<file path="src/rtl/acl2_stream_group_assembler.sv">
// acl2_stream_group_assembler
// Collects a framed byte stream from the ACL2 SPI driver into one wide word.
// Group length and byte order are latched at group start. A short group or extra
// bytes are flagged on publish, and every publish advances a wrapping sequence count.
module acl2_stream_group_assembler #(
    parameter int parm_bytes_max = 8,
    parameter int parm_cnt_bits  = 4,
    parameter int parm_seq_bits  = 8
) (
    input  logic                          i_clk_20mhz,
    input  logic                          i_rst_20mhz,
    input  logic                          i_group_valid,
    input  logic                          i_byte_valid,
    input  logic [7:0]                    i_byte_data,
    input  logic [parm_cnt_bits-1:0]      i_group_len,
    input  logic                          i_order,
    output logic [8*parm_bytes_max-1:0]   o_data,
    output logic                          o_data_valid,
    output logic [parm_cnt_bits-1:0]      o_byte_count,
    output logic                          o_err_short,
    output logic                          o_err_overrun,
    output logic [parm_seq_bits-1:0]      o_group_seq,
    output logic                          o_busy
);

    localparam int W = 8 * parm_bytes_max;
    localparam logic [parm_cnt_bits-1:0] C_MAX = parm_cnt_bits'(parm_bytes_max);
    localparam logic [parm_cnt_bits-1:0] C_ONE = parm_cnt_bits'(1);

    typedef enum logic [1:0] {
        ST_WAIT_GROUP,
        ST_CAPTURE,
        ST_WAIT_END
    } state_t;

    state_t                     r_state;
    state_t                     w_state_nxt;

    logic [W-1:0]               r_sr;
    logic [W-1:0]               w_sr_nxt;
    logic [W-1:0]               w_sr_ins;
    logic [parm_cnt_bits-1:0]   r_cnt;
    logic [parm_cnt_bits-1:0]   w_cnt_nxt;
    logic [parm_cnt_bits-1:0]   r_len;
    logic [parm_cnt_bits-1:0]   w_len_nxt;
    logic                       r_order;
    logic                       w_order_nxt;
    logic                       r_ovr;
    logic                       w_ovr_nxt;
    logic                       w_publish;
    logic                       w_short;

    logic [W-1:0]               r_data;
    logic                       r_data_valid;
    logic [parm_cnt_bits-1:0]   r_byte_count;
    logic                       r_err_short;
    logic                       r_err_overrun;
    logic [parm_seq_bits-1:0]   r_group_seq;

    // Current shift register with the incoming byte merged in the latched byte order.
    always_comb begin
        w_sr_ins = r_sr;
        if (r_order) begin
            for (int unsigned k = 0; k < parm_bytes_max; k++) begin
                if (r_cnt == parm_cnt_bits'(k)) begin
                    w_sr_ins[8*k +: 8] = i_byte_data;
                end
            end
        end else begin
            w_sr_ins = {r_sr[W-9:0], i_byte_data};
        end
    end

    // Next-state, capture datapath and publish decision.
    always_comb begin
        w_state_nxt = r_state;
        w_sr_nxt    = r_sr;
        w_cnt_nxt   = r_cnt;
        w_len_nxt   = r_len;
        w_order_nxt = r_order;
        w_ovr_nxt   = r_ovr;
        w_publish   = 1'b0;
        w_short     = 1'b0;
        case (r_state)
            ST_WAIT_GROUP: begin
                w_sr_nxt  = '0;
                w_cnt_nxt = '0;
                w_ovr_nxt = 1'b0;
                if (i_group_valid) begin
                    w_len_nxt   = ((i_group_len == '0) || (i_group_len > C_MAX)) ? C_MAX : i_group_len;
                    w_order_nxt = i_order;
                    w_state_nxt = ST_CAPTURE;
                    // A byte on the rising cycle is byte 0; the cleared register makes both orders agree.
                    if (i_byte_valid) begin
                        w_sr_nxt  = {{(W-8){1'b0}}, i_byte_data};
                        w_cnt_nxt = C_ONE;
                        if (w_len_nxt == C_ONE) begin
                            w_state_nxt = ST_WAIT_END;
                        end
                    end
                end
            end
            ST_CAPTURE: begin
                if (i_byte_valid) begin
                    w_sr_nxt  = w_sr_ins;
                    w_cnt_nxt = r_cnt + C_ONE;
                end
                if (!i_group_valid) begin
                    w_publish   = 1'b1;
                    w_short     = (w_cnt_nxt < r_len);
                    w_state_nxt = ST_WAIT_GROUP;
                end else if (w_cnt_nxt == r_len) begin
                    w_state_nxt = ST_WAIT_END;
                end
            end
            ST_WAIT_END: begin
                if (i_byte_valid) begin
                    w_ovr_nxt = 1'b1;
                end
                if (!i_group_valid) begin
                    w_publish   = 1'b1;
                    w_state_nxt = ST_WAIT_GROUP;
                end
            end
            default: begin
                w_state_nxt = ST_WAIT_GROUP;
            end
        endcase
    end

    // State and capture registers.
    always_ff @(posedge i_clk_20mhz) begin
        if (i_rst_20mhz) begin
            r_state <= ST_WAIT_GROUP;
            r_sr    <= '0;
            r_cnt   <= '0;
            r_len   <= '0;
            r_order <= 1'b0;
            r_ovr   <= 1'b0;
        end else begin
            r_state <= w_state_nxt;
            r_sr    <= w_sr_nxt;
            r_cnt   <= w_cnt_nxt;
            r_len   <= w_len_nxt;
            r_order <= w_order_nxt;
            r_ovr   <= w_ovr_nxt;
        end
    end

    // Registered publish: outputs hold until the next group is published.
    always_ff @(posedge i_clk_20mhz) begin
        if (i_rst_20mhz) begin
            r_data        <= '0;
            r_data_valid  <= 1'b0;
            r_byte_count  <= '0;
            r_err_short   <= 1'b0;
            r_err_overrun <= 1'b0;
            r_group_seq   <= '0;
        end else begin
            r_data_valid <= w_publish;
            if (w_publish) begin
                r_data        <= w_sr_nxt;
                r_byte_count  <= w_cnt_nxt;
                r_err_short   <= w_short;
                r_err_overrun <= w_ovr_nxt;
                r_group_seq   <= r_group_seq + parm_seq_bits'(1);
            end
        end
    end

    assign o_data        = r_data;
    assign o_data_valid  = r_data_valid;
    assign o_byte_count  = r_byte_count;
    assign o_err_short   = r_err_short;
    assign o_err_overrun = r_err_overrun;
    assign o_group_seq   = r_group_seq;
    assign o_busy        = (r_state != ST_WAIT_GROUP);

endmodule

</file>
<file path="config.mk">
export PLATFORM = sky130hd
export DESIGN_NAME = acl2_stream_group_assembler
export DESIGN_NICKNAME = d
export VERILOG_FILES = /design/src/rtl/acl2_stream_group_assembler.sv
export SDC_FILE = /design/constraint.sdc
export NUM_CORES = 1
export LEC_CHECK = 0
export BUFFER_PORTS_ARGS = -buffer_cell sky130_fd_sc_hd__buf_4
export CAP_MARGIN = 20
export CORE_MARGIN = 2
export CORE_UTILIZATION = 52
export DETAILED_ROUTE_END_ITERATION = 10
export PLACE_DENSITY = 0.73
export SYNTH_ARGS = -nofsm -noshare
export SYNTH_HDL_FRONTEND = slang
export SYNTH_SLANG_ARGS = --single-unit
</file>
<file path="constraint.sdc">
create_clock -name i_clk_20mhz -period 1.8 [get_ports i_clk_20mhz]
set_input_delay 0.36 -clock i_clk_20mhz [delete_from_list [all_inputs] [get_ports i_clk_20mhz]]
set_output_delay 0.36 -clock i_clk_20mhz [all_outputs]
set_load 0.1 [all_outputs]
</file>
==> results.txt, run 1 <==
----------------------------------------------------
[Pwr]
  Fraction of power spent switching nets ... 37.8%
  Switching power ... 4.54 mW
  Logic pwr share ... 33.4%
  Leakage power figure ... 4.18 nW
  Cell Pwr Density ... 1160 nW/µm²
  Maximum VDD drop ... 1.03 mV
  Tot Pwr ... 12.0 mW
  Part of the power in the clock network ... 33.7%
  Internal portion of total power ... 7.46 mW
  Sequential share of power ... 32.9%

[Critical path]
  Element type at the critical path end ... register
  Number of buffer and inverter instances along the worst setup path ... 0
  Kind of cell adding the most delay to the critical path ... adder cells
  Maximum net fanout on the critical path ... 4
  CP max-delay cell ... sky130_fd_sc_hd__dfxtp_4
  CP Class ... reg -> reg
  CP Depth ... 8
  Critical Path Start Type ... register
  Crit path DAT ... 2220 ps
  Worst path cell trace ... ha_4 > nand2_1 > xnor2_2 > ha_1 > nand4_1 > a211oi_2 > a2bb2oi_1 > nor2_1
  Worst reg2reg path depth ... 8
  Peak per-stage delay on the critical path ... 400 ps
  Worst path required time ... 2120 ps

[Detailed routing]
  DRC viols ... 0
  Met3 WL post-DR ... 1960 µm
  Total Routed Length ... 24400 µm
  Iteration-0 DRC Markers ... 837
  Routed wire length per instance ... 20.0 µm
  Antenna violation net count after detailed routing ... 0
  Metal1 wirelength ... 10400 µm
  Number of vias in the routed layout ... 7615
  Met2 wirelength from detailed routing ... 11300 µm
  Average via count per standard cell ... 6.25
  Detailed-routing iteration count for the pre-antenna-repair pass ... 6
  Top Metal Used ... met4

[Synth]
  Post-synth cell types ... 67
  Cell count after synthesis ... 877
  Post-synth EDFFs ... 0
  Mapped Nets ... 906
  Top_reg_cell synth ... sky130_fd_sc_hd__dfxtp_1
  Post-synthesis instance area ... 7580 µm²
  Proportion of synthesized flip-flops having asynchronous set or reset ... 0%
  Count of synthesis-stage warnings from yosys ... 0
  Synth Register Bits ... 155
  Avg Inst Size Synth ... 8.65 µm²
  Sequential cell area fraction in the yosys report ... 40.9%

[Timing]
  Min setup slack post-route ... -93.2 ps
  Unrepaired setup endpoints after global routing ... true
  Worst setup skew after layout ... 6.69 ps
  Transition time at the pin with the least slew margin ... 470 ps
  Min cycle time layout ... 1890 ps
  Slew Limit Fails ... 0
  Share of the clock period used by the worst path after layout ... 105%
  Top achievable clock speed ... 528 MHz
  Smallest hold slack ... 186 ps
  Slew HR ... 68.6%
  Setup_tns ... -421 ps
  Total count of hold-check failures in the final report ... 0
  Final setup fails ... 11

[GRT]
  Antenna violations before repair ... 0
  First-pass GRT wire length ... 38100 µm
  Congestion Overflow GR ... 0
  Via count of the first global-routing pass ... 7031
  Aggregate global-route resource usage ... 30.3%
  Largest net degree at the start of global routing ... 44

[Hold path]
  Instance count along the most critical hold path ... 3
  Hold/Removal Path Class ... in -> reg

[Clock tree]
  CTS Root Cell ... sky130_fd_sc_hd__clkbuf_16
  Longest Clk Path Bufs ... 2
  Number of buffers added by the clock tree synthesis step ... 17
  Clock net sink count ... 155
  # H-tree levels ... 4
  Cts-stage hold buffer count ... 0
  Clock tree from TritonCTS ... yes
  Clock Pin Slew Worst Setup and Hold Paths ... 70 ps
  Skew-Pair Late Insertion Delay ... 440 ps

[Cells and area]
  Most frequent standard cell in the layout excluding fill and tap cells ... sky130_fd_sc_hd__buf_4
  Layout Nets ... 1051
  Core occupancy in the finished layout ... 71.7%
  Commonest non-fill, non-tap cells in the layout ... 175 x sky130_fd_sc_hd__buf_4, 148 x sky130_fd_sc_hd__dfxtp_1, 88 x sky130_fd_sc_hd__nor2_1
  Antenna cell count ... 0
  Share of post-route cells with drive strength above 1 ... 32.6%
  Signed area change from the synthesized netlist to the final layout ... 35.9%

[Outcome]
  Violated checks ... setup timing
  Run status ... finished, violations left

[Place]
  Pre-CTS WS ... -154 ps
  Detailed placer's ending HPWL ... 16300 µm
  Global placer's final weighted congestion ... 0.968
  IO buf count ... 96

[Floorplan]
  Die Y ... 125 µm
  Area of the core region ... 14400 µm²
  Die Area ... 15600 µm²
  Die width ... 125 µm
  Row count ... 44
  Initial Util ... 52.8%
  Count of boundary I/O pins ... 97

[Run]
  Max-capacitance violation count ... 0

----------------------------------------------------
-- worst paths after layout --
check / start / endpoint / slack, ps
setup / recovery: r_cnt[0] / r_state[0] / -90
hold / removal: i_order / r_order / 190
setup reg to reg: r_cnt[0] / r_state[0] / -90
hold reg to reg: o_data[51] / o_data[51] / 470
-- layout make-up --
cell class                      count  area (µm²)
Sequential cell                   155        3120
Timing Repair Buffer              204        1750
Clock inverter                     15         236
Fill cell                        1055        4060
Clock buffer                       17         425
Tap cell                          184         230
Multi-Input combinational cell    625        4460
Inverter                           19        83.8
-- kinds of logic (layout without fill, tap and decap cells) --
logic type,after synthesis,in the layout,synth area share (%)
AO/OA/AOI/OAI,311,311,29.1
XOR/XNOR,10,10,1.15
adder cells (fa/ha/maj),12,12,1.98
buffers and inverters,97,255,5.86
flip-flops,155,155,40.9
multiplexers,16,16,2.38
AND/OR/NAND/NOR,276,276,18.6
-- cell usage after synthesis, drive strengths merged, types with 3 or more instances --
| master | instances | area (µm²) |
|---|---|---|
| a211oi | 28 | 255 |
| a21o | 22 | 165 |
| a21oi | 58 | 290 |
| a221o | 18 | 180 |
| a221oi | 13 | 131 |
| a22o | 12 | 105 |
| a22oi | 26 | 195 |
| a311oi | 5 | 67.6 |
| a31oi | 15 | 100 |
| and2 | 12 | 75.1 |
| and3 | 12 | 80.1 |
| and3b | 5 | 43.8 |
| buf | 40 | 229 |
| clkbuf | 38 | 144 |
| dfxtp | 155 | 3100 |
| ha | 12 | 150 |
| inv | 19 | 71.3 |
| mux2 | 13 | 150 |
| mux2i | 3 | 30.0 |
| nand2 | 61 | 229 |
| nand2b | 17 | 106 |
| nand3 | 6 | 30.0 |
| nand3b | 7 | 52.6 |
| nand4 | 11 | 68.8 |
| nand4b | 4 | 41.3 |
| nor2 | 90 | 338 |
| nor2b | 12 | 75.1 |
| nor3 | 28 | 151 |
| nor3b | 5 | 65.1 |
| o2111ai | 8 | 70.1 |
| o211ai | 5 | 37.5 |
| o21ai | 74 | 378 |
| o221ai | 7 | 61.3 |
| o22ai | 7 | 50.1 |
| or3b | 3 | 26.3 |
| xnor2 | 4 | 35.0 |
| xor2 | 6 | 52.6 |
-- sequential cells by signal, indices dropped and copies added (netlist names) --
signal and count:
r_cnt 4, o_group_seq 8, r_state 2, o_byte_count 4, r_ovr 1, o_data_valid 1, r_order 1, o_err_short 1
o_err_overrun 1, o_data 64, r_sr 64, r_len 4
-- metal layers --
metal / up-vias / track usage, %
met5: - / 0
met4: 0 / 13.0
met3: 73 / 7.35
met2: 397 / 47.6
met1: 3614 / 39.9
li1: 3531 / -
-- tightest hold or removal path: cells and delay by family --
family / cells / cell delay (ps)
and+or+nand+nor: 1 / 60
buffers and inverters: 1 / 110
AOI/OAI and AO/OA: 1 / 50
-- per-stage QoR --
step / cell area, µm² / instances
finish: 10300 / 1219
detailed placement: 8980 / 1169
floorplan: 7620 / 877
global route: 10300 / 1219
global placement: 8980 / 1169
CTS: 9870 / 1204
-- power by group through the flow --
stage	clock network, mW	logic, mW	registers [mW]
3_3_place_gp	0	3.63	3.99
3_5_place_dp	0	3.66	4.00
2_1_floorplan	0	1.36	5.24
5_1_grt	4.23	4.19	3.97
6_report	4.04	4.01	3.94
4_1_cts	4.07	3.79	3.93
-- repair_timing --
| item | 4_1_cts | 5_1_grt |
|---|---|---|
| setup endpoints to repair | 72 | 86 |
| gates cloned | 0 | 1 |
| gates resized for setup | 46 | 73 |
| pin swaps | 11 | 40 |
| buffers inserted | 3 | 14 |
(Power assumes the default switching activity.)
==> run 2: changes to the inputs <==
- CORE_MARGIN: 2 -> 4
==> run 2 against run 1 <==
Non-clock buffer count is 16 higher. Flip-flop and latch count unchanged. Die area rose by 6.5%. The flow still finishes with violations (setup timing). Final cell count rose by 0.98%. Sequential power about the same.
==> results.txt, run 2 (synthesis results as in run 1) <==
----------------------------------------------------
[Critical path]
  Element type at the critical path end ... register
  Crit path DAT ... 2190 ps (-30 ps)
  CP Depth ... 7 (-1)
  CP Class ... reg -> reg
  Peak per-stage delay on the critical path ... 400 ps (about the same)
  Startpoint of the worst-slack reg-to-reg timing path ... r_cnt[1]
  Beginning of the critical path ... r_cnt[1]
  Worst reg2reg path depth ... 7 (-1)
  Number of buffer and inverter instances along the worst setup path ... 2 (+2)
  Worst path cell trace ... ha_4 > nor3b_4 > buf_4 > buf_6 > mux2i_1 > a21oi_2 > a21o_1
  Worst path required time ... 2120 ps (about the same)
  CP max-delay cell ... sky130_fd_sc_hd__dfxtp_4
  Critical Path Start Type ... register
  Kind of cell adding the most delay to the critical path ... flip-flops
  Maximum net fanout on the critical path ... 6 (+2)

[Cells and area]
  Share of post-route cells with drive strength above 1 ... 34.8% (+2.3 points)
  Commonest non-fill, non-tap cells in the layout ... 187 x sky130_fd_sc_hd__buf_4, 149 x sky130_fd_sc_hd__dfxtp_1, 86 x sky130_fd_sc_hd__nor2_1
  Post-route insts no fill ... 1231 (+0.98%)
  Antenna cell count ... 0 (unchanged)
  Signed area change from the synthesized netlist to the final layout ... 37.7%
  Filler Cell Count ... 1034 (-2.0%)
  Layout Nets ... 1067 (+1.5%)
  Sequential cell area ... 3120 µm² (-0.12%)
  Combined area of the multi-input logic cells ... 4500 µm² (+0.90%)
  Most frequent standard cell in the layout excluding fill and tap cells ... sky130_fd_sc_hd__buf_4

[Clock tree]
  Number of buffers added by the clock tree synthesis step ... 17 (unchanged)
  CTS Root Cell ... sky130_fd_sc_hd__clkbuf_16
  Skew-Pair Late Insertion Delay ... 430 ps (about the same)
  Clock net sink count ... 155 (unchanged)
  Clock tree from TritonCTS ... yes
  # H-tree levels ... 4 (unchanged)
  Cts-stage hold buffer count ... 0 (unchanged)
  Clock Pin Slew Worst Setup and Hold Paths ... 60 ps (about the same)
  Longest Clk Path Bufs ... 2 (unchanged)

[Floorplan]
  Die Area ... 16600 µm² (+6.5%)
  Area of the core region ... 14100 µm² (-1.9%)
  Die Y ... 129 µm (+3.2%)
  Row count ... 43 (-2.3%)
  Initial Util ... 53.8% (+1.0 points)
  Count of boundary I/O pins ... 97 (unchanged)
  Die width ... 129 µm (+3.2%)

[Timing]
  Min setup slack post-route ... -64.5 ps (+28.8 ps)
  Slew Limit Fails ... 0 (unchanged)
  Transition time at the pin with the least slew margin ... 684 ps (+213 ps)
  Unrepaired setup endpoints after global routing ... true
  Final setup fails ... 30 (+19)
  Min cycle time layout ... 1860 ps (-28.8 ps)
  Top achievable clock speed ... 536 MHz (+1.5%)
  Worst setup skew after layout ... 9.24 ps (+2.56 ps)
  Total count of hold-check failures in the final report ... 0 (unchanged)
  Slew HR ... 54.4% (-14 points)
  Share of the clock period used by the worst path after layout ... 104% (-1.6 points)

[GRT]
  Antenna violations before repair ... 0 (unchanged)
  Via count of the first global-routing pass ... 7026 (-0.071%)
  Largest net degree at the start of global routing ... 63 (+43%)
  Aggregate global-route resource usage ... 28.1% (-2.2 points)
  Congestion Overflow GR ... 0 (unchanged)
  First-pass GRT wire length ... 37200 µm (-2.2%)

[Run]
  Max-capacitance violation count ... 0 (unchanged)

[Place]
  Detailed placer's ending HPWL ... 16200 µm (-0.49%)
  IO buf count ... 96 (unchanged)
  Global placer's final weighted congestion ... 1.00 (+3.6%)
  Placed cell count ... 1177 (+0.68%)

[Pwr]
  Cell Pwr Density ... 1100 nW/µm² (-5.3%)
  Tot Pwr ... 11.5 mW (-4.1%)
  Maximum VDD drop ... 1.18 mV (+15%)
  Leakage power figure ... 4.22 nW (+1.0%)

[Hold path]
  Instance count along the most critical hold path ... 3 (unchanged)
  Hold/Removal Path Class ... in -> reg
  Start point of the worst min-delay path ... i_order

[Detailed routing]
  Total Routed Length ... 25300 µm (+3.5%)
  Detailed-routing iteration count for the pre-antenna-repair pass ... 6 (unchanged)
  Antenna violation net count after detailed routing ... 0 (unchanged)
  DRC viols ... 0 (unchanged)
  Routed wire length per instance ... 20.5 µm (+2.5%)
  Number of vias in the routed layout ... 7674 (+0.77%)
  Iteration-0 DRC Markers ... 786 (-6.1%)
  Average via count per standard cell ... 6.23 (-0.21%)

[Outcome]
  Violated checks ... setup timing
  Run status ... finished, violations left

----------------------------------------------------
==> run 2: changes by cell type in the layout (fill, tap and decap cells not counted), sizes merged <==
cell and delta:
clkinv +5, clkinvlp +2, bufinv -5, clkbuf +7, inv -4, buf +11
==> run 2: path summary, 6_finish.rpt <==
path,end,slack [ps]
worst max register to register,o_data[29],-60
worst min-delay path,r_order,220
worst max-delay path,o_data[29],-60
worst min register to register,o_data[51],480
==> run 2: repair_timing <==
action	4_1_cts	5_1_grt
gates resized for setup	53	87
pin swaps	16	27
setup endpoints to repair	90	110
buffers inserted	4	10
cloned	0	8
==> run 2: area by class of cell <==
type | count | area share [%]
inverter | 19 | 0.802
clock inverter | 13 | 0.886
clock buffer | 19 | 4.34
tap | 180 | 2.16
multi-input combinational | 625 | 43.1
sequential | 155 | 29.8
timing repair buffer | 220 | 18.9
==> run 2: layer usage <==
metal | track usage [%] | up-vias | part of all wire [%]
met5 | 0 | - | 0
met4 | 11.8 | 0 | 3.6
met3 | 5.31 | 68 | 8.0
met2 | 44.5 | 371 | 46
met1 | 37.8 | 3670 | 42
li1 | - | 3565 | -
==> run 2: worst min-delay path, cell delays in order <==
cell and delay [ps]:
sky130_fd_sc_hd__buf_4 110, sky130_fd_sc_hd__nand3_1 60, sky130_fd_sc_hd__a21oi_1 70
==> run 2: metrics by stage <==
| stage | area, µm² | setup WS, ps | setup TNS [ps] | hold slack, ps | util, % |
|---|---|---|---|---|---|
| 4_1_cts | 9830 | -38.6 | -101 | 205 | 69.8 |
| 2_1_floorplan | 7620 | -2.20 | -4.39 | 441 | - |
| 6_report | 10400 | -64.5 | -711 | 221 | 74.1 |
| 3_3_place_gp | 9040 | -174 | -3450 | 457 | 64.2 |
| 3_5_place_dp | 9040 | -194 | -5640 | 454 | 64.2 |
| 5_1_grt | 10400 | -136 | -4930 | 223 | 74.1 |
==> run 2: where the power goes <==
| part | switching [mW] | internal [mW] |
|---|---|---|
| Clock | 1.48 | 1.83 |
| Combinational | 2.86 | 1.40 |
| Sequential | 0.220 | 3.72 |
| Total | 4.56 | 6.95 |
==> run 3: changes to the inputs <==
- SETUP_SLACK_MARGIN: unset -> 0.02
- clock period: 1.8 -> 1.6 ns (I/O delays scaled with it)
==> run 3 against run 2 <==
The flow still finishes with violations (setup timing). Worst hold slack got worse by 94 ps. Sequential power increased by 13%. Via count increased by 13%. Maximum frequency decreased by 2.1%. First-iteration DRC count increased by 35%. Critical endpoint is now r_state[0]. Largest power group unchanged. Highest routed layer unchanged.
==> results.txt, run 3 (synthesis results as in run 1) <==
----------------------------------------------------
[Pwr]
  Part of the power in the clock network ... 28.0% (-0.8 points)
  Logic pwr share ... 41.8% (+4.8 points)
  Cell Pwr Density ... 1210 nW/µm² (+10%)
  Sequential share of power ... 30.2% (-4.0 points)
  Leakage power figure ... 4.89 nW (+16%)
  Maximum VDD drop ... 1.40 mV (+19%)
  Internal portion of total power ... 8.93 mW (+28%)
  Switching power ... 5.87 mW (+29%)
  Fraction of power spent switching nets ... 39.7% (+0.070 points)

[Timing]
  Transition time at the pin with the least slew margin ... 399 ps (-284 ps)
  Smallest hold slack ... 126 ps (-94.2 ps)
  Worst setup skew after layout ... 8.29 ps (-0.956 ps)
  Top achievable clock speed ... 525 MHz (-2.1%)
  Unrepaired setup endpoints after global routing ... true
  Min cycle time layout ... 1910 ps (+40.6 ps)
  Share of the clock period used by the worst path after layout ... 119% (+15 points)
  Slew Limit Fails ... 0 (unchanged)
  Total count of hold-check failures in the final report ... 0 (unchanged)
  Slew HR ... 73.3% (+19 points)
  Final setup fails ... 133 (+340%)
  Min setup slack post-route ... -305 ps (-241 ps)

[Clock tree]
  Cts-stage hold buffer count ... 0 (unchanged)
  Skew-Pair Late Insertion Delay ... 440 ps (about the same)
  CTS Root Cell ... sky130_fd_sc_hd__clkbuf_16
  Clock tree from TritonCTS ... yes
  # H-tree levels ... 4 (unchanged)
  Longest Clk Path Bufs ... 2 (unchanged)
  Clock Pin Slew Worst Setup and Hold Paths ... 70 ps (about the same)
  Number of buffers added by the clock tree synthesis step ... 17 (unchanged)
  Clock net sink count ... 155 (unchanged)

[Place]
  Global placer's final weighted congestion ... 0.910 (-9.3%)
  IO buf count ... 96 (unchanged)
  Detailed placer's ending HPWL ... 18000 µm (+11%)

[Floorplan]
  Row count ... 43 (unchanged)
  Count of boundary I/O pins ... 97 (unchanged)
  Die Area ... 16600 µm² (unchanged)
  Die width ... 129 µm (unchanged)
  Die Y ... 129 µm (unchanged)
  Initial Util ... 53.8% (unchanged)
  Area of the core region ... 14100 µm² (unchanged)

[Cells and area]
  Share of post-route cells with drive strength above 1 ... 47.2% (+12 points)
  Antenna cell count ... 0 (unchanged)
  Filler Cell Count ... 702 (-32%)
  Commonest non-fill, non-tap cells in the layout ... 198 x sky130_fd_sc_hd__buf_4, 142 x sky130_fd_sc_hd__dfxtp_1, 74 x sky130_fd_sc_hd__nor2_1
  Signed area change from the synthesized netlist to the final layout ... 60.6%
  Layout Nets ... 1132 (+6.1%)
  Core occupancy in the finished layout ... 86.4% (+12 points)
  Most frequent standard cell in the layout excluding fill and tap cells ... sky130_fd_sc_hd__buf_4

[Detailed routing]
  DRC viols ... 0 (unchanged)
  Routed wire length per instance ... 24.6 µm (+20%)
  Iteration-0 DRC Markers ... 1064 (+35%)
  Detailed-routing iteration count for the pre-antenna-repair pass ... 6 (unchanged)
  Average via count per standard cell ... 6.71 (+7.7%)
  Total Routed Length ... 31800 µm (+26%)
  Antenna violation net count after detailed routing ... 0 (unchanged)
  Number of vias in the routed layout ... 8702 (+13%)

[GRT]
  Antenna violations before repair ... 0 (unchanged)
  First-pass GRT wire length ... 43700 µm (+17%)
  Largest net degree at the start of global routing ... 61 (-3.2%)
  Congestion Overflow GR ... 0 (unchanged)
  Aggregate global-route resource usage ... 33.3% (+5.2 points)
  Via count of the first global-routing pass ... 7931 (+13%)

[Critical path]
  CP Class ... reg -> reg
  Worst path required time ... 1930 ps (-190 ps)
  Reg-to-reg slack, setup ... -310 ps (-240 ps)
  Element type at the critical path end ... register
  Crit path DAT ... 2240 ps (+50 ps)
  Maximum net fanout on the critical path ... 4 (-2)
  Critical Path Start Type ... register

[Hold path]
  Hold/Removal Path Class ... in -> reg

[Run]
  Max-capacitance violation count ... 0 (unchanged)

[Outcome]
  Run status ... finished, violations left
  Violated checks ... setup timing

----------------------------------------------------
==> run 3: cell types whose count changed in the layout (fill, tap and decap cells not counted), sizes merged <==
cell,change
clkinvlp,-4
clkbuf,+4
bufinv,+2
inv,+1
buf,+62
==> run 3: layer usage <==
metal	share of wire, %	wire (µm)	up-vias	GRT usage, %
li1	-	-	3704	-
met1	38	12000	4163	43.9
met2	47	15100	658	54.1
met3	9.8	3130	177	7.06
met4	4.9	1570	0	12.3
met5	0	0	-	0
==> run 3: power by group through the flow <==
stage / Combinational [mW] / Sequential, mW / Clock (mW)
after floorplan: 1.65 / 5.90 / 0
after detailed placement: 4.37 / 4.50 / 0
after global placement: 4.33 / 4.48 / 0
final: 6.19 / 4.47 / 4.14
after global routing: 6.35 / 4.49 / 4.31
after CTS: 5.33 / 4.43 / 4.12
==> run 3: what timing repair did <==
item | CTS | global route
gates resized for setup | 180 | 118
buffers inserted | 36 | 29
endpoints found under the setup margin | 145 | 145
cloned | 7 | 10
pin swaps | 83 | 72
==> run 3: worst max-delay path, cell delays in order (launching register included) <==
cell and delay, ps:
sky130_fd_sc_hd__dfxtp_4 390, sky130_fd_sc_hd__inv_4 50, sky130_fd_sc_hd__ha_4 240, sky130_fd_sc_hd__nand2_4 70, sky130_fd_sc_hd__o21ai_4 80, sky130_fd_sc_hd__ha_4 270, sky130_fd_sc_hd__nand4_1 150, sky130_fd_sc_hd__a211oi_2 300
sky130_fd_sc_hd__a2bb2oi_2 180, sky130_fd_sc_hd__nor2_1 70
==> run 3: final cells by class <==
class                      count  area [µm²]  area share (%)
clock inverter                12         138            1.13
multi-input combinational    625        5180            42.5
tap                          180         225            1.85
timing repair buffer         285        2950            24.3
sequential                   155        3130            25.7
inverter                      19        93.8           0.770
clock buffer                  20         457            3.75
==> run 3: worst paths after layout <==
check,startpoint,end,cells after the start
hold / removal,i_order,r_order,3
hold reg to reg,r_len[0],r_len[0],2
setup reg to reg,r_cnt[1],r_state[0],9
setup / recovery,r_cnt[1],r_state[0],9
==> run 3: per-stage QoR <==
step / instance area [µm²] / setup slack [ps] / setup TNS (ps) / power [mW] / cells
floorplan: 7870 / -203 / -2700 / 7.55 / 877
global placement: 9400 / -236 / -16580 / 8.82 / 1193
detailed placement: 9400 / -318 / -21690 / 8.87 / 1193
CTS: 11300 / -228 / -13950 / 13.9 / 1263
global route: 12200 / -315 / -23770 / 15.1 / 1296
finish: 12200 / -305 / -16960 / 14.8 / 1296
